==> src/rtl/axi_lite_ureg_slave_if.sv <==
// AXI4-Lite bus bundle for the PL user-register window.
// The master modport is the PS side; the slave modport is axi_lite_ureg_slave.
interface axi_lite_ureg_slave_if #(
  parameter int ADDR_W = 12
) ();
  logic [ADDR_W-1:0] s_awaddr;
  logic              s_awvalid;
  logic              s_awready;
  logic [31:0]       s_wdata;
  logic [3:0]        s_wstrb;
  logic              s_wvalid;
  logic              s_wready;
  logic [1:0]        s_bresp;
  logic              s_bvalid;
  logic              s_bready;
  logic [ADDR_W-1:0] s_araddr;
  logic              s_arvalid;
  logic              s_arready;
  logic [31:0]       s_rdata;
  logic [1:0]        s_rresp;
  logic              s_rvalid;
  logic              s_rready;

  modport master (
    output s_awaddr, s_awvalid, s_wdata, s_wstrb, s_wvalid, s_bready,
    output s_araddr, s_arvalid, s_rready,
    input  s_awready, s_wready, s_bresp, s_bvalid,
    input  s_arready, s_rdata, s_rresp, s_rvalid
  );

  modport slave (
    input  s_awaddr, s_awvalid, s_wdata, s_wstrb, s_wvalid, s_bready,
    input  s_araddr, s_arvalid, s_rready,
    output s_awready, s_wready, s_bresp, s_bvalid,
    output s_arready, s_rdata, s_rresp, s_rvalid
  );
endinterface

==> src/rtl/axi_lite_ureg_slave.sv <==
// AXI4-Lite responder for the user-register window: FW date/time (RO), TEST0/TEST1 (RW).
// Optional macro UREG_SLVERR_EN: SLVERR on unmapped reads and on unmapped/RO writes.
//
// Handshake rule for every channel: a transfer happens on the rising ACLK edge where
// VALID and READY are both 1; VALID, once raised, holds its payload until that edge.
module axi_lite_ureg_slave #(
  parameter int          ADDR_W    = 12,
  parameter logic [31:0] FW_DATE   = 32'h0000_0000,
  parameter logic [31:0] FW_TIME   = 32'h0000_0000,
  parameter logic [31:0] TEST0_RST = 32'h0000_0000,
  parameter logic [31:0] TEST1_RST = 32'h0000_0000
) (
  input  logic                     ACLK,
  input  logic                     ARESET,
  axi_lite_ureg_slave_if.slave     s,
  output logic [31:0]              ureg_test0,
  output logic [31:0]              ureg_test1,
  output logic                     ureg_wr_stb,
  output logic [1:0]               dbg_w_state_o,
  output logic                     dbg_r_state_o
);

  localparam logic [1:0] RESP_OKAY   = 2'b00;
  localparam logic [1:0] RESP_SLVERR = 2'b10;

  typedef enum logic [1:0] {W_IDLE, W_GOTA, W_GOTD, W_RESP} w_state_e;
  typedef enum logic       {R_IDLE, R_DATA} r_state_e;

  w_state_e          w_state_q, w_state_d;
  r_state_e          r_state_q, r_state_d;

  logic [ADDR_W-1:2] awaddr_q, awaddr_d;
  logic [31:0]       wdata_q, wdata_d;
  logic [3:0]        wstrb_q, wstrb_d;
  logic [31:0]       test0_q, test0_d;
  logic [31:0]       test1_q, test1_d;
  logic              wr_stb_q, wr_stb_d;
  logic              awready_q, awready_d;
  logic              wready_q, wready_d;
  logic              bvalid_q, bvalid_d;
  logic [1:0]        bresp_q, bresp_d;
  logic              arready_q, arready_d;
  logic              rvalid_q, rvalid_d;
  logic [31:0]       rdata_q, rdata_d;
  logic [1:0]        rresp_q, rresp_d;

  logic              aw_fire, w_fire, ar_fire;
  logic              commit;
  logic [ADDR_W-1:2] c_addr;
  logic [31:0]       c_data;
  logic [3:0]        c_strb;
  logic              c_mapped;
  logic              c_test;
  logic              r_mapped;
  logic              unused_addr_lsbs;

  // Byte lanes are word-aligned; the two LSBs never take part in decode.
  assign unused_addr_lsbs = ^{s.s_awaddr[1:0], s.s_araddr[1:0]};

  function automatic logic [31:0] merge_bytes(input logic [31:0] old_v,
                                              input logic [31:0] new_v,
                                              input logic [3:0]  strb);
    logic [31:0] res;
    for (int b = 0; b < 4; b++) begin
      res[b*8 +: 8] = strb[b] ? new_v[b*8 +: 8] : old_v[b*8 +: 8];
    end
    return res;
  endfunction

  // Write path: collect AW and W in either order, commit once both are present.
  always_comb begin
    w_state_d = w_state_q;
    awaddr_d  = awaddr_q;
    wdata_d   = wdata_q;
    wstrb_d   = wstrb_q;
    commit    = 1'b0;
    c_addr    = awaddr_q;
    c_data    = wdata_q;
    c_strb    = wstrb_q;
    aw_fire   = s.s_awvalid && awready_q;
    w_fire    = s.s_wvalid && wready_q;

    case (w_state_q)
      W_IDLE: begin
        if (aw_fire && w_fire) begin
          commit    = 1'b1;
          c_addr    = s.s_awaddr[ADDR_W-1:2];
          c_data    = s.s_wdata;
          c_strb    = s.s_wstrb;
          w_state_d = W_RESP;
        end else if (aw_fire) begin
          awaddr_d  = s.s_awaddr[ADDR_W-1:2];
          w_state_d = W_GOTA;
        end else if (w_fire) begin
          wdata_d   = s.s_wdata;
          wstrb_d   = s.s_wstrb;
          w_state_d = W_GOTD;
        end
      end
      W_GOTA: begin
        if (w_fire) begin
          commit    = 1'b1;
          c_data    = s.s_wdata;
          c_strb    = s.s_wstrb;
          w_state_d = W_RESP;
        end
      end
      W_GOTD: begin
        if (aw_fire) begin
          commit    = 1'b1;
          c_addr    = s.s_awaddr[ADDR_W-1:2];
          w_state_d = W_RESP;
        end
      end
      W_RESP: begin
        if (bvalid_q && s.s_bready) begin
          w_state_d = W_IDLE;
        end
      end
      default: w_state_d = W_IDLE;
    endcase

    c_mapped = (c_addr[ADDR_W-1:4] == '0);
    c_test   = c_mapped && c_addr[3];

    test0_d = test0_q;
    test1_d = test1_q;
    if (commit && c_test && !c_addr[2]) test0_d = merge_bytes(test0_q, c_data, c_strb);
    if (commit && c_test &&  c_addr[2]) test1_d = merge_bytes(test1_q, c_data, c_strb);

    wr_stb_d = commit && c_test && (c_strb != 4'b0000);

    bresp_d = bresp_q;
    if (commit) begin
`ifdef UREG_SLVERR_EN
      bresp_d = c_test ? RESP_OKAY : RESP_SLVERR;
`else
      bresp_d = RESP_OKAY;
`endif
    end

    awready_d = (w_state_d == W_IDLE) || (w_state_d == W_GOTD);
    wready_d  = (w_state_d == W_IDLE) || (w_state_d == W_GOTA);
    bvalid_d  = (w_state_d == W_RESP);
  end

  // Read path: sample the current register values, so a same-edge write is not seen.
  always_comb begin
    r_state_d = r_state_q;
    rdata_d   = rdata_q;
    rresp_d   = rresp_q;
    ar_fire   = s.s_arvalid && arready_q;
    r_mapped  = (s.s_araddr[ADDR_W-1:4] == '0);

    case (r_state_q)
      R_IDLE: begin
        if (ar_fire) begin
          r_state_d = R_DATA;
          rresp_d   = RESP_OKAY;
          if (!r_mapped) begin
            rdata_d = 32'h0000_0000;
`ifdef UREG_SLVERR_EN
            rresp_d = RESP_SLVERR;
`endif
          end else begin
            case (s.s_araddr[3:2])
              2'd0:    rdata_d = FW_DATE;
              2'd1:    rdata_d = FW_TIME;
              2'd2:    rdata_d = test0_q;
              default: rdata_d = test1_q;
            endcase
          end
        end
      end
      R_DATA: begin
        if (rvalid_q && s.s_rready) begin
          r_state_d = R_IDLE;
        end
      end
      default: r_state_d = R_IDLE;
    endcase

    arready_d = (r_state_d == R_IDLE);
    rvalid_d  = (r_state_d == R_DATA);
  end

  always_ff @(posedge ACLK) begin
    if (ARESET) begin
      w_state_q <= W_IDLE;
      r_state_q <= R_IDLE;
      awaddr_q  <= '0;
      wdata_q   <= '0;
      wstrb_q   <= '0;
      test0_q   <= TEST0_RST;
      test1_q   <= TEST1_RST;
      wr_stb_q  <= 1'b0;
      awready_q <= 1'b0;
      wready_q  <= 1'b0;
      bvalid_q  <= 1'b0;
      bresp_q   <= RESP_OKAY;
      arready_q <= 1'b0;
      rvalid_q  <= 1'b0;
      rdata_q   <= '0;
      rresp_q   <= RESP_OKAY;
    end else begin
      w_state_q <= w_state_d;
      r_state_q <= r_state_d;
      awaddr_q  <= awaddr_d;
      wdata_q   <= wdata_d;
      wstrb_q   <= wstrb_d;
      test0_q   <= test0_d;
      test1_q   <= test1_d;
      wr_stb_q  <= wr_stb_d;
      awready_q <= awready_d;
      wready_q  <= wready_d;
      bvalid_q  <= bvalid_d;
      bresp_q   <= bresp_d;
      arready_q <= arready_d;
      rvalid_q  <= rvalid_d;
      rdata_q   <= rdata_d;
      rresp_q   <= rresp_d;
    end
  end

  assign s.s_awready   = awready_q;
  assign s.s_wready    = wready_q;
  assign s.s_bvalid    = bvalid_q;
  assign s.s_bresp     = bresp_q;
  assign s.s_arready   = arready_q;
  assign s.s_rvalid    = rvalid_q;
  assign s.s_rdata     = rdata_q;
  assign s.s_rresp     = rresp_q;
  assign ureg_test0    = test0_q;
  assign ureg_test1    = test1_q;
  assign ureg_wr_stb   = wr_stb_q;
  assign dbg_w_state_o = w_state_q;
  assign dbg_r_state_o = r_state_q;

endmodule

==> src/flat_wrapper.sv <==
// flat-port wrapper written by rule: the top's interface ports become plain ports
module axi_lite_ureg_slave_flat 
#(
  parameter int          ADDR_W    = 12,
  parameter logic [31:0] FW_DATE   = 32'h0000_0000,
  parameter logic [31:0] FW_TIME   = 32'h0000_0000,
  parameter logic [31:0] TEST0_RST = 32'h0000_0000,
  parameter logic [31:0] TEST1_RST = 32'h0000_0000
)
  (ACLK, ARESET, ureg_test0, ureg_test1, ureg_wr_stb, dbg_w_state_o, dbg_r_state_o, s_s_awaddr, s_s_awvalid, s_s_wdata, s_s_wstrb, s_s_wvalid, s_s_bready, s_s_araddr, s_s_arvalid, s_s_rready, s_s_awready, s_s_wready, s_s_bresp, s_s_bvalid, s_s_arready, s_s_rdata, s_s_rresp, s_s_rvalid);
  axi_lite_ureg_slave_if #(.ADDR_W(ADDR_W)) s_i ();
  input  logic ACLK;
  input  logic ARESET;
  output logic [31:0] ureg_test0;
  output logic [31:0] ureg_test1;
  output logic ureg_wr_stb;
  output logic [1:0] dbg_w_state_o;
  output logic dbg_r_state_o;
  input wire logic [$bits(s_i.s_awaddr)-1:0] s_s_awaddr;
  input wire logic [$bits(s_i.s_awvalid)-1:0] s_s_awvalid;
  input wire logic [$bits(s_i.s_wdata)-1:0] s_s_wdata;
  input wire logic [$bits(s_i.s_wstrb)-1:0] s_s_wstrb;
  input wire logic [$bits(s_i.s_wvalid)-1:0] s_s_wvalid;
  input wire logic [$bits(s_i.s_bready)-1:0] s_s_bready;
  input wire logic [$bits(s_i.s_araddr)-1:0] s_s_araddr;
  input wire logic [$bits(s_i.s_arvalid)-1:0] s_s_arvalid;
  input wire logic [$bits(s_i.s_rready)-1:0] s_s_rready;
  output wire logic [$bits(s_i.s_awready)-1:0] s_s_awready;
  output wire logic [$bits(s_i.s_wready)-1:0] s_s_wready;
  output wire logic [$bits(s_i.s_bresp)-1:0] s_s_bresp;
  output wire logic [$bits(s_i.s_bvalid)-1:0] s_s_bvalid;
  output wire logic [$bits(s_i.s_arready)-1:0] s_s_arready;
  output wire logic [$bits(s_i.s_rdata)-1:0] s_s_rdata;
  output wire logic [$bits(s_i.s_rresp)-1:0] s_s_rresp;
  output wire logic [$bits(s_i.s_rvalid)-1:0] s_s_rvalid;
  assign s_i.s_awaddr = s_s_awaddr;
  assign s_i.s_awvalid = s_s_awvalid;
  assign s_i.s_wdata = s_s_wdata;
  assign s_i.s_wstrb = s_s_wstrb;
  assign s_i.s_wvalid = s_s_wvalid;
  assign s_i.s_bready = s_s_bready;
  assign s_i.s_araddr = s_s_araddr;
  assign s_i.s_arvalid = s_s_arvalid;
  assign s_i.s_rready = s_s_rready;
  assign s_s_awready = s_i.s_awready;
  assign s_s_wready = s_i.s_wready;
  assign s_s_bresp = s_i.s_bresp;
  assign s_s_bvalid = s_i.s_bvalid;
  assign s_s_arready = s_i.s_arready;
  assign s_s_rdata = s_i.s_rdata;
  assign s_s_rresp = s_i.s_rresp;
  assign s_s_rvalid = s_i.s_rvalid;
  axi_lite_ureg_slave #(.ADDR_W(ADDR_W), .FW_DATE(FW_DATE), .FW_TIME(FW_TIME), .TEST0_RST(TEST0_RST), .TEST1_RST(TEST1_RST)) u_core (.ACLK(ACLK), .ARESET(ARESET), .s(s_i), .ureg_test0(ureg_test0), .ureg_test1(ureg_test1), .ureg_wr_stb(ureg_wr_stb), .dbg_w_state_o(dbg_w_state_o), .dbg_r_state_o(dbg_r_state_o));
endmodule
==> config.mk <==
export PLATFORM = sky130hd
export DESIGN_NAME = axi_lite_ureg_slave_flat
export DESIGN_NICKNAME = d
export VERILOG_FILES = /design/src/rtl/axi_lite_ureg_slave_if.sv /design/src/rtl/axi_lite_ureg_slave.sv /design/src/flat_wrapper.sv
export SDC_FILE = /design/constraint.sdc
export NUM_CORES = 1
export LEC_CHECK = 0
export CAP_MARGIN = 40
export CORE_MARGIN = 2
export CORE_UTILIZATION = 45
export DETAILED_ROUTE_END_ITERATION = 7
export GPL_ROUTABILITY_DRIVEN = 0
export PLACE_DENSITY = 0.88
export SLEW_MARGIN = 20
export SYNTH_ARGS = -nofsm -noshare
export SYNTH_HDL_FRONTEND = slang
export SYNTH_SLANG_ARGS = --single-unit
export TNS_END_PERCENT = 5
==> constraint.sdc <==
create_clock -name ACLK -period 2.6 [get_ports ACLK]
set_input_delay 0.52 -clock ACLK [delete_from_list [all_inputs] [get_ports ACLK]]
set_output_delay 0.52 -clock ACLK [all_outputs]
set_load 0.01 [all_outputs]
==> out/metrics.cfg, run 1 <==
[timing]
fin_crit_ns = 2.276
setup_viol = 0
min_period_over_period_pct = 87.55
setup_tns_ns = 0
slew_violations = 0
finClkSkew_ns = 0.006576
slew_headroom_pct = 59.60
rsz0062_at_grt = false
hold_viol_final = 0
max_freq_mhz = 439.3
tightest_slew_ns = 0.6037

[critical_path]
r2r_end = u_core.ureg_test0[25]$_SDFFE_PP0P_
required_ns = 2.92
r2r_setup_slack_ns = 0.54
rr_worst_depth = 6
arrival_ns = 2.60
endpoint_kind = flop
critPathSlowestCell = clkdlybuf4s50_1
crit_type = in2reg
path_cells = clkdlybuf4s50_1 -> and3b_1 -> nand4_2 -> a221oi_4 -> buf_12 -> a21oi_1 -> a211oi_1
start_kind = input port
timing.critical_path.buf_inv = 2
critPathMaxFanout = 48
rr_startpoint = u_core.s.s_awready$_SDFF_PP0_
crit_path_max_incr_delay_ns = 0.56
critical-path-top-delay-family = buffers and inverters

[finish]
finish.utilization_pct = 64.55
post-route-cell-area_mm2 = 0.008891
nets = 943
syn_to_final_growth_pct = 41.53
drive_above_1_share_pct = 12.15
antenna_cells = 0

[floorplan]
die_y_um = 122.2
rows = 43
initial_core_util_pct = 45.61
coreArea_mm2 = 0.01377
dieArea_mm2 = 0.01492
die_w_um = 122.2
num_io_pins = 176

[grt]
antenna_found_initial = 0
first_global_vias = 5527
grt_pass1_wl_um = 28010
grt_max_degree = 49
grt-ovfl-total = 0
grt_usage_pct = 24.02

[route]
totalWireLength_um = 17640
drt_iter0_markers = 441
vias_per_cell = 5.556
ant_nets = 0
dr.pass1.iters = 6
routedWlPerCell_um = 16.50
drc_errors = 0
vias = 5939

[clocking]
cts_max_path_buffers = 2
cts_resized = 0
ctsHoldBuffers = 0
root_buffer = clkbuf_16
post_cts_buffers = 0
clk_pin_slew_ns = 0.06
clk_latency_ns = 0.42
cts.sinks = 150
cts_tree = built
cts_buffers = 17
cts_max_level = 4

[place]
portBuffers = 167
dp_hpwl_um = 11790
place_area_mm2 = 0.008250

[logic_synthesis]
syn_avg_cell_area_um2 = 8.701
async_flop_share_pct = 0
synth_top_area_cell = dfxtp_1
syn_area_mm2 = 0.006282
ys_top_cells_by_area = dfxtp_1 48%, nand2_1 8.2%, a21oi_1 7.8%
postSynthCellCount = 722
synth_most_common_cell = dfxtp_1
synth_flop_cell = dfxtp_1
synth.distinct_cells = 38
yosysTopAreaCellShare_pct = 47.80
ys_warn_count = 0
seq_area_frac_synth_pct = 47.80
synth_edf_count = 0
synth_seq_cells = 150
synth_common_cells = 150 x dfxtp_1, 138 x nand2_1, 98 x a21oi_1, 64 x a211oi_1, 38 x clkbuf_1

[outcome]
status = complete, no violations

[job]
cap_violations = 0

[worst_hold_path]
worstHoldStart = u_core.wdata_q[7]$_SDFFE_PP0P_
holdPathStages = 2
hold_path_class = reg2reg
holdPathEnd = u_core.wdata_q[7]$_SDFFE_PP0P_

[power]
powerDensity_mw_per_mm2 = 612.4
leakage_nw = 3.161
totalPowerFinal_w = 0.005444
max-vdd-ir-drop_v = 0.0004191

layout by cell type (no fill, tap or decap), types with 4 or more instances in the layout:
cell,instances
mux2i_1,9
clkdlybuf4s50_1,165
a22oi_1,32
a211oi_1,64
nor4_1,7
mux2_2,36
nor2_1,36
dfxtp_1,150
clkbuf_16,17
a21oi_1,98
nand2_1,138
buf_12,8
and3_1,26
a31oi_1,16
buf_4,25
nand3_1,12
clkbuf_8,7
conb_1,4
worst register-to-register path: cells and delay by family (launching register included):
family	cells	cell delay, ns
buffers and inverters	1	0.25
DFF	1	0.44
AOI/OAI and AO/OA	3	0.75
and+or+nand+nor	2	0.53
registers in the layout, indices dropped and copies added (netlist names):
register,cells
u_core.wstrb_q,4
u_core.s.s_awready,1
u_core.ureg_test0,32
u_core.s.s_bvalid,1
u_core.awaddr_q,10
u_core.ureg_wr_stb,1
u_core.dbg_w_state_o,2
u_core.wdata_q,32
u_core.s.s_rdata,32
u_core.ureg_test1,32
u_core.s.s_wready,1
u_core.s.s_arready,1
u_core.s.s_rvalid,1
cell type report:
type / count / area (µm²)
Fill cell: 1123 / 4882
Multi-Input combinational cell: 508 / 3018
Sequential cell: 150 / 3003
Timing Repair Buffer: 199 / 2004
Clock buffer: 26 / 529.3
Tap cell: 180 / 225.2
Clock inverter: 6 / 111.4
routing by layer:
layer | track usage (%) | routed length [µm] | part of all wire (%)
met1 | 30.04 | 7443 | 42
met2 | 39.42 | 8686 | 49
met3 | 4.963 | 946 | 5.4
met4 | 11.78 | 561 | 3.2
met5 | 0 | 0 | 0
cell families (layout without fill, tap and decap cells):
group / Yosys count / count (layout) / share of synthesized area (%)
other cells: 1 / 4 / 0.05969
compound gates: 224 / 224 / 22.82
flops: 150 / 150 / 47.80
mux: 45 / 45 / 7.887
buf+inv: 67 / 231 / 4.899
simple gates: 235 / 235 / 16.53
metrics by stage:
| step | hold slack [ns] | worst slack [ns] | cells |
|---|---|---|---|
| 6_report | 0.4529 | 0.3238 | 1069 |
| 5_1_grt | 0.4712 | 0.1587 | 1069 |
| 4_1_cts | 0.4536 | 0.3252 | 1069 |
| 3_5_place_dp | 0.4460 | -0.1059 | 1037 |
| 3_3_place_gp | 0.4393 | -0.008354 | 1037 |
| 2_1_floorplan | 0.4338 | 0.6663 | 725 |
how the worst max path moves through the flow:
stage / endpoint / cells past startpoint / start / slack [ns]
floorplan: u_core.ureg_test1[16]$_SDFFE_PP0P_ / 6 / s_s_awaddr[10] / 0.67
global placement: u_core.ureg_test0[27]$_SDFFE_PP0P_ / 7 / s_s_awaddr[10] / -0.008
detailed placement: u_core.ureg_test0[25]$_SDFFE_PP0P_ / 8 / s_s_awaddr[4] / -0.11
CTS: u_core.ureg_test1[19]$_SDFFE_PP0P_ / 7 / s_s_awvalid / 0.33
global route: u_core.ureg_test0[24]$_SDFFE_PP0P_ / 8 / s_s_awaddr[4] / 0.16
finish: u_core.ureg_test0[25]$_SDFFE_PP0P_ / 7 / s_s_awvalid / 0.32
where the power goes:
| group | total (W) | leakage, nW | internal [W] | switching (W) |
|---|---|---|---|---|
| clock | 0.00261 | 0.313 | 0.00169 | 0.000915 |
| sequential | 0.00237 | 1.21 | 0.00234 | 0.0000271 |
| combinational | 0.000474 | 1.64 | 0.000212 | 0.000261 |
Note: power is estimated with default switching activity, not from simulation.
==> inputs of run 2 (changes only) <==
Settings changed: MAX_ROUTING_LAYER set to met4.
==> run 2 against run 1 <==
Via count up 0.59%; fmax decreased by 0.63%; register-to-register slack lost 0.02 ns; worst setup slack worse by 0.014 ns; first-iteration DRC count grew 3.2%; clock power about the same; clock skew up 0.0055 ns; cell count is the same; combinational power about the same; global-route usage increased by 0.75 points; clock-buffer cell count unchanged; critical endpoint is now u_core.ureg_test1[19]$_SDFFE_PP0P_; largest cell class unchanged.
==> out/metrics.cfg, run 2 (same netlist as run 1, synthesis figures left out) <==
[floorplan]
die_y_um = 122.2
dieArea_mm2 = 0.01492
initial_core_util_pct = 45.61
die_w_um = 122.2
num_io_pins = 176
coreArea_mm2 = 0.01377
rows = 43

[grt]
grt-ovfl-total = 0
first_global_vias = 5534
grt_max_degree = 49
grt_usage_pct = 24.77
grt_pass1_wl_um = 28050
antenna_found_initial = 0

[timing]
slew_violations = 0
fin_crit_ns = 2.291
min_period_over_period_pct = 88.10
finClkSkew_ns = 0.01204
fin_hold_ws_ns = 0.4522
slew_headroom_pct = 59.46
max_freq_mhz = 436.6
hold_viol_final = 0
setup_viol = 0
tightest_slew_ns = 0.6058
setup_tns_ns = 0
worst_slack_ns = 0.3095
rsz0062_at_grt = false

[critical_path]
arrival_ns = 2.61
endpoint_kind = flop
r2r_setup_slack_ns = 0.52
required_ns = 2.92
crit_type = in2reg
critPathMaxFanout = 48
start_kind = input port
crit_start = s_s_awvalid
rr_startpoint = u_core.s.s_awready$_SDFF_PP0_

[finish]
nets = 943
post-route-cell-area_mm2 = 0.008891
register_area_mm2 = 0.003003
antenna_cells = 0
final_cell_mix = 165 x clkdlybuf4s50_1, 150 x dfxtp_1, 138 x nand2_1
drive_above_1_share_pct = 12.15
fill_cells = 1123
multiInputGateArea_mm2 = 0.003018
final_common_cell = clkdlybuf4s50_1
syn_to_final_growth_pct = 41.53
finish.utilization_pct = 64.55

[route]
drt_iter0_markers = 455
vias_per_cell = 5.588
dr.pass1.iters = 5
vias = 5974
ant_nets = 0
routedWlPerCell_um = 16.58
drc_errors = 0
totalWireLength_um = 17730

[place]
dp_hpwl_um = 11790
portBuffers = 167
place_area_mm2 = 0.008250
dp_slack_ns = -0.1059

[clocking]
clk_pin_slew_ns = 0.06
ctsHoldBuffers = 0
cts_max_path_buffers = 2
cts_max_level = 4
cts.sinks = 150
root_buffer = clkbuf_16
cts_tree = built
cts_buffers = 17
post_cts_buffers = 0
clk_latency_ns = 0.42
cts_resized = 0

[power]
powerDensity_mw_per_mm2 = 612.2
leakage_nw = 3.161
max-vdd-ir-drop_v = 0.0004192

[job]
cap_violations = 0

[outcome]
status = complete, no violations

[worst_hold_path]
hold_path_class = reg2reg
worstHoldStart = u_core.wdata_q[1]$_SDFFE_PP0P_

[run 2: cell counts in the layout (fill, tap and decap cells not counted)]
No cell type changed its count.
[run 2: final timing paths]
check | to | cells after the start
worst max-delay path | u_core.ureg_test1[19]$_SDFFE_PP0P_ | 7
worst min-delay path | u_core.wdata_q[1]$_SDFFE_PP0P_ | 2
worst max register to register | u_core.ureg_test1[19]$_SDFFE_PP0P_ | 6
worst min register to register | u_core.wdata_q[1]$_SDFFE_PP0P_ | 2
[run 2: stage by stage]
stage	std cells	total power (W)
6_report	1069	0.005443
5_1_grt	1069	0.005611
3_5_place_dp	1037	0.002883
2_1_floorplan	725	0.002651
4_1_cts	1069	0.005479
3_3_place_gp	1037	0.002874
[run 2: report_power, final]
part           internal, W  switching, W
clock network      0.00169      0.000914
logic             0.000212      0.000262
registers          0.00234     0.0000271
[run 2: layout make-up]
cell class | instances | area share [%]
flip-flops and latches | 150 | 33.77
repair buffers | 199 | 22.54
multi-input cells | 508 | 33.94
clock buffers | 26 | 5.953
clock inverters | 6 | 1.252
well taps | 180 | 2.533
[run 2: worst max-delay path: stages]
cell	delay, ns
clkdlybuf4s50_1	0.56
and3b_1	0.30
nand4_2	0.23
a221oi_4	0.37
buf_12	0.25
a21oi_1	0.10
a211oi_1	0.25
[run 2: routing by layer]
metal	wire [µm]	global-route usage, %	up-vias	share of wire [%]
li1	-	-	2909	-
met1	7598	30.16	2796	43
met2	8689	39.53	225	49
met3	919	5.384	44	5.2
met4	521	10.92	0	2.9
met5	0	-	-	0
==> RTL change 1, RTL diff (config.mk and constraints of run 2) <==
`ADDR_W` is set to 12 in 3 places; all go to 13.
--- a/src/rtl/axi_lite_ureg_slave_if.sv
+++ b/src/rtl/axi_lite_ureg_slave_if.sv
@@ -3,3 +3,3 @@
 interface axi_lite_ureg_slave_if #(
-  parameter int ADDR_W = 12
+  parameter int ADDR_W = 13
 ) ();
--- a/src/rtl/axi_lite_ureg_slave.sv
+++ b/src/rtl/axi_lite_ureg_slave.sv
@@ -6,3 +6,3 @@
 module axi_lite_ureg_slave #(
-  parameter int          ADDR_W    = 12,
+  parameter int          ADDR_W    = 13,
   parameter logic [31:0] FW_DATE   = 32'h0000_0000,
--- a/src/flat_wrapper.sv
+++ b/src/flat_wrapper.sv
@@ -3,3 +3,3 @@
 #(
-  parameter int          ADDR_W    = 12,
+  parameter int          ADDR_W    = 13,
   parameter logic [31:0] FW_DATE   = 32'h0000_0000,
Ports: changed (resized s_s_araddr and s_s_awaddr); port bits go from 176 to 178. No check against the original RTL was run, so the function may have changed too.
==> RTL change 1 against run 2 <==
- routed wire length grew 8.9%
- sequential cell count grew 1
- total power grew 0.38%
- worst hold slack gained 2.2 ps
- synthesized area grew 6.8%
- critical path depth grew 1
- non-clock buffer count grew 17
- final area grew 5.3%
- setup slack lost 52 ps
==> RTL change 1: results (changes against run 2) <==
setup_path:
  crit_path_max_fanout: 8  # -83%
  reg2reg_to: "u_core.ureg_test1[26]"
  rr_worst_depth: 7  # +1
  startpoint: "s_s_awaddr[5]"
  timing.rr.start: "u_core.awaddr_q[6]"
  max_stage_delay_ps: 450  # -110 ps
  arrival_ps: 2660  # +50 ps
yosys:
  synth_common_cells: "dfxtp_1, nand2_1, nor2_1"
  synthDistinctLibCells: 52  # +37%
power:
  leakage_nw: 3.202  # +1.3%
  vdd_drop_max_v: 0.0004053  # -3.3%
  p_int_mw: 4.133  # -2.5%
  powerDensity_mw_per_mm2: 583.7  # -4.7%
  clkPwrFrac_pct: 44.8  # -3.0 points
worst_hold_path:
  worstHoldStart: "u_core.wdata_q[26]"
  worstHoldEndpoint: "u_core.wdata_q[26]"
route:
  dr.pass1.iters: 6  # +1
  viasPerCell: 5.782  # +3.5%
  wl_met1_um: 8008  # +5.4%
  dr_wl_met3_um: 1171  # +27%
  totalWireLength_um: 19310  # +8.9%
layout:
  nNetsFinal: 948  # +0.53%
  n_fill_cell: 1154  # +2.8%
outcome:
  status: "finished clean"
placement:
  place_area_sq_mm: 0.008772  # +6.3%
  place_hpwl_um: 13390  # +14%
global_routing:
  use_met1_pct: 28.96  # -1.2 points
  grtUsageMet3_pct: 4.630  # -0.75 points
  met2_usage_pct: 41.49  # +2.0 points
  grt_start_max_net_pins: 75  # +53%
  grt_pass1_vias: 6041  # +9.2%
sta:
  fin_crit_sh_pct: 90.11  # +2.0 points
  worst_pin_slew_ps: 701.3  # +95.54 ps
  skew_ps: 7.627  # -4.411 ps
[RTL change 1: per-stage QoR]
stage	cells	utilization (%)	TNS, ps
6_report	1076	64.40	0
5_1_grt	1076	64.40	0
4_1_cts	1076	64.40	0
3_5_place_dp	1044	60.36	-4144
3_3_place_gp	1044	60.36	-1472
2_1_floorplan	712	-	0
[RTL change 1: kinds of logic after synthesis]
logic type / synth area share (%)
DFF: 45.07
muxes: 9.718
other: 0.05591
AOI/OAI and AO/OA: 24.44
and+or+nand+nor: 14.23
buffers and inverters: 6.491
[RTL change 1: area by class of cell]
class                   count  area share, %
inverters                  17         0.6817
clock inverters            14          1.698
multi-input cells         476          35.05
repair buffers            216          23.23
well taps                 184          2.460
flip-flops and latches    151          32.30
clock buffers              18          4.585
[RTL change 1: worst max-delay path: cells and delay by family]
family / cells / cell delay, ps
compound gates: 3 / 810
buf+inv: 3 / 820
simple gates: 2 / 520
==> RTL change 2, RTL diff (settings of run 2) <==
Without the edit above. `wdata_q` no longer has a reset.
--- a/src/rtl/axi_lite_ureg_slave.sv
+++ b/src/rtl/axi_lite_ureg_slave.sv
@@ -191,3 +191,2 @@
       awaddr_q  <= '0;
-      wdata_q   <= '0;
       wstrb_q   <= '0;
@@ -208,3 +207,2 @@
       awaddr_q  <= awaddr_d;
-      wdata_q   <= wdata_d;
       wstrb_q   <= wstrb_d;
@@ -224,2 +222,6 @@
 
+  always_ff @(posedge ACLK) begin
+    wdata_q <= wdata_d;
+  end
+
   assign s.s_awready   = awready_q;
Behaviour: same outputs for any inputs over 4 cycles, from zero or initial values and one cycle with ARESET high; that may be too few to reach the edited logic, so the function may still have changed.
==> RTL change 2 against run 2 <==
- count of clock-buffer cells in the layout fell by 6
- setup slack got worse by 55 ps
- routed wire length fell by 0.13%
- total power rose by 4.5%
- final area rose by 5.6%
- combinational power rose by 23%
- synthesized area rose by 7.1%
- worst hold slack improved by 8.3 ps
- sequential cell count did not move
- largest power group is now registers
- highest routed layer unchanged
==> RTL change 2: results (changes against run 2) <==
setup_path:
  startpoint: "s_s_awaddr[10]"
  ff2ff_setup_slack_ps: 410  # -110 ps
  slowest_stage: "or3b_1"
  reg2reg_to: "u_core.ureg_test1[28]"
  crit_path_max_fanout: 8  # -83%
  timing.rr.start: "u_core.awaddr_q[10]"
  max_stage_delay_ps: 550
  crit_family: "simple AND/OR/NAND/NOR gates"
  rr_worst_depth: 5  # -1
  crit_path_end_kind: "flip-flop"
  arrival_ps: 2670  # +60 ps
placement:
  place_hpwl_um: 12380  # +5.0%
  place_area_sq_mm: 0.008786  # +6.5%
  place_inst: 1006  # -3.0%
power:
  vdd_drop_max_v: 0.0004051  # -3.4%
  pg_seq_mw: 2.60  # +9.7%
  power_mw: 5.687  # +4.5%
  swShare_pct: 22.46  # +0.37 points
  leakage_nw: 3.376  # +6.8%
  comb-power_uw: 585  # +23%
global_routing:
  grt_start_max_net_pins: 55  # +12%
  antenna_found_initial: 0  # unchanged
  grtUsageMet3_pct: 4.808  # -0.58 points
  grt_usage_pct: 22.83  # -1.9 points
  met2_usage_pct: 37.86  # -1.7 points
  grt_pass1_wl_um: 28010  # -0.12%
  grt_pass1_vias: 5463  # -1.3%
  use_met1_pct: 28.10  # -2.1 points
layout:
  n_fill_cell: 1129  # +0.53%
  drive_gt1_share_pct: 16.16  # +4.0 points
  antenna_cells: 0  # unchanged
  nNetsFinal: 908  # -3.7%
clock_tree:
  h-tree-depth: 4  # unchanged
  insertion_delay_ps: 420  # about the same
  clock_path_buffers: 2  # unchanged
  cts_resized: 0  # unchanged
  clk_pin_slew_ps: 60  # about the same
  cts_made_buffers: 17  # unchanged
yosys:
  synthDistinctLibCells: 36  # -5.3%
  syn_area_per_cell_sq_um: 10.15  # +17%
  synth_edf_count: 32  # +32
  yosys-top-cells-area: "dfxtp_1, edfxtp_1, mux2_2"
  synth_common_cells: "dfxtp_1, a21oi_1, mux2_2, nand2b_1, o21a_1"
  ys_warn_count: 0  # unchanged
  yosys_most_used_dff: "dfxtp_1"
  ys_seq_area_share_pct: 49.38  # +1.6 points
route:
  dr_wl_met3_um: 858  # -6.6%
  dr_wl_met2_um: 8803  # +1.3%
  totalWireLength_um: 17710  # -0.13%
  wl_met1_um: 7764  # +2.2%
  viasPerCell: 5.431  # -2.8%
  drt-initial-drc-count: 277  # -39%
  wl_per_cell_um: 17.06  # +2.9%
outcome:
  status: "finished clean"
worst_hold_path:
  worstHoldEndpoint: "u_core.awaddr_q[7]"
  worstHoldStart: "u_core.awaddr_q[7]"
sta:
  hold_ws_ps: 460.5  # +8.285 ps
  worst_pin_slew_ps: 715.8  # +110.1 ps
  skew_ps: 5.652  # -6.387 ps
-- RTL change 2: per-stage QoR --
stage,utilization (%),setup WS [ps]
2_1_floorplan,-,245.6
3_3_place_gp,60.22,-97.66
3_5_place_dp,60.22,-154.2
4_1_cts,64.37,264.2
5_1_grt,64.37,110.3
6_report,64.37,254.2
-- RTL change 2: cell type report --
| type | instances | area [sq um] | share of cell area [%] |
|---|---|---|---|
| well taps | 184 | 230.2 | 2.452 |
| repair buffers | 211 | 2032 | 21.64 |
| clock buffers | 20 | 457.9 | 4.877 |
| flip-flops and latches | 150 | 3323 | 35.39 |
| clock inverters | 12 | 146.4 | 1.559 |
| multi-input cells | 444 | 3137 | 33.40 |
| inverters | 17 | 63.81 | 0.6795 |
-- RTL change 2: kinds of logic after synthesis --
group | Yosys count | share of synthesized area [%]
AO/OA/AOI/OAI | 178 | 17.46
AND/OR/NAND/NOR | 171 | 13.83
flip-flops | 150 | 49.38
other | 1 | 0.05572
buffers and inverters | 72 | 4.685
multiplexers | 91 | 14.59
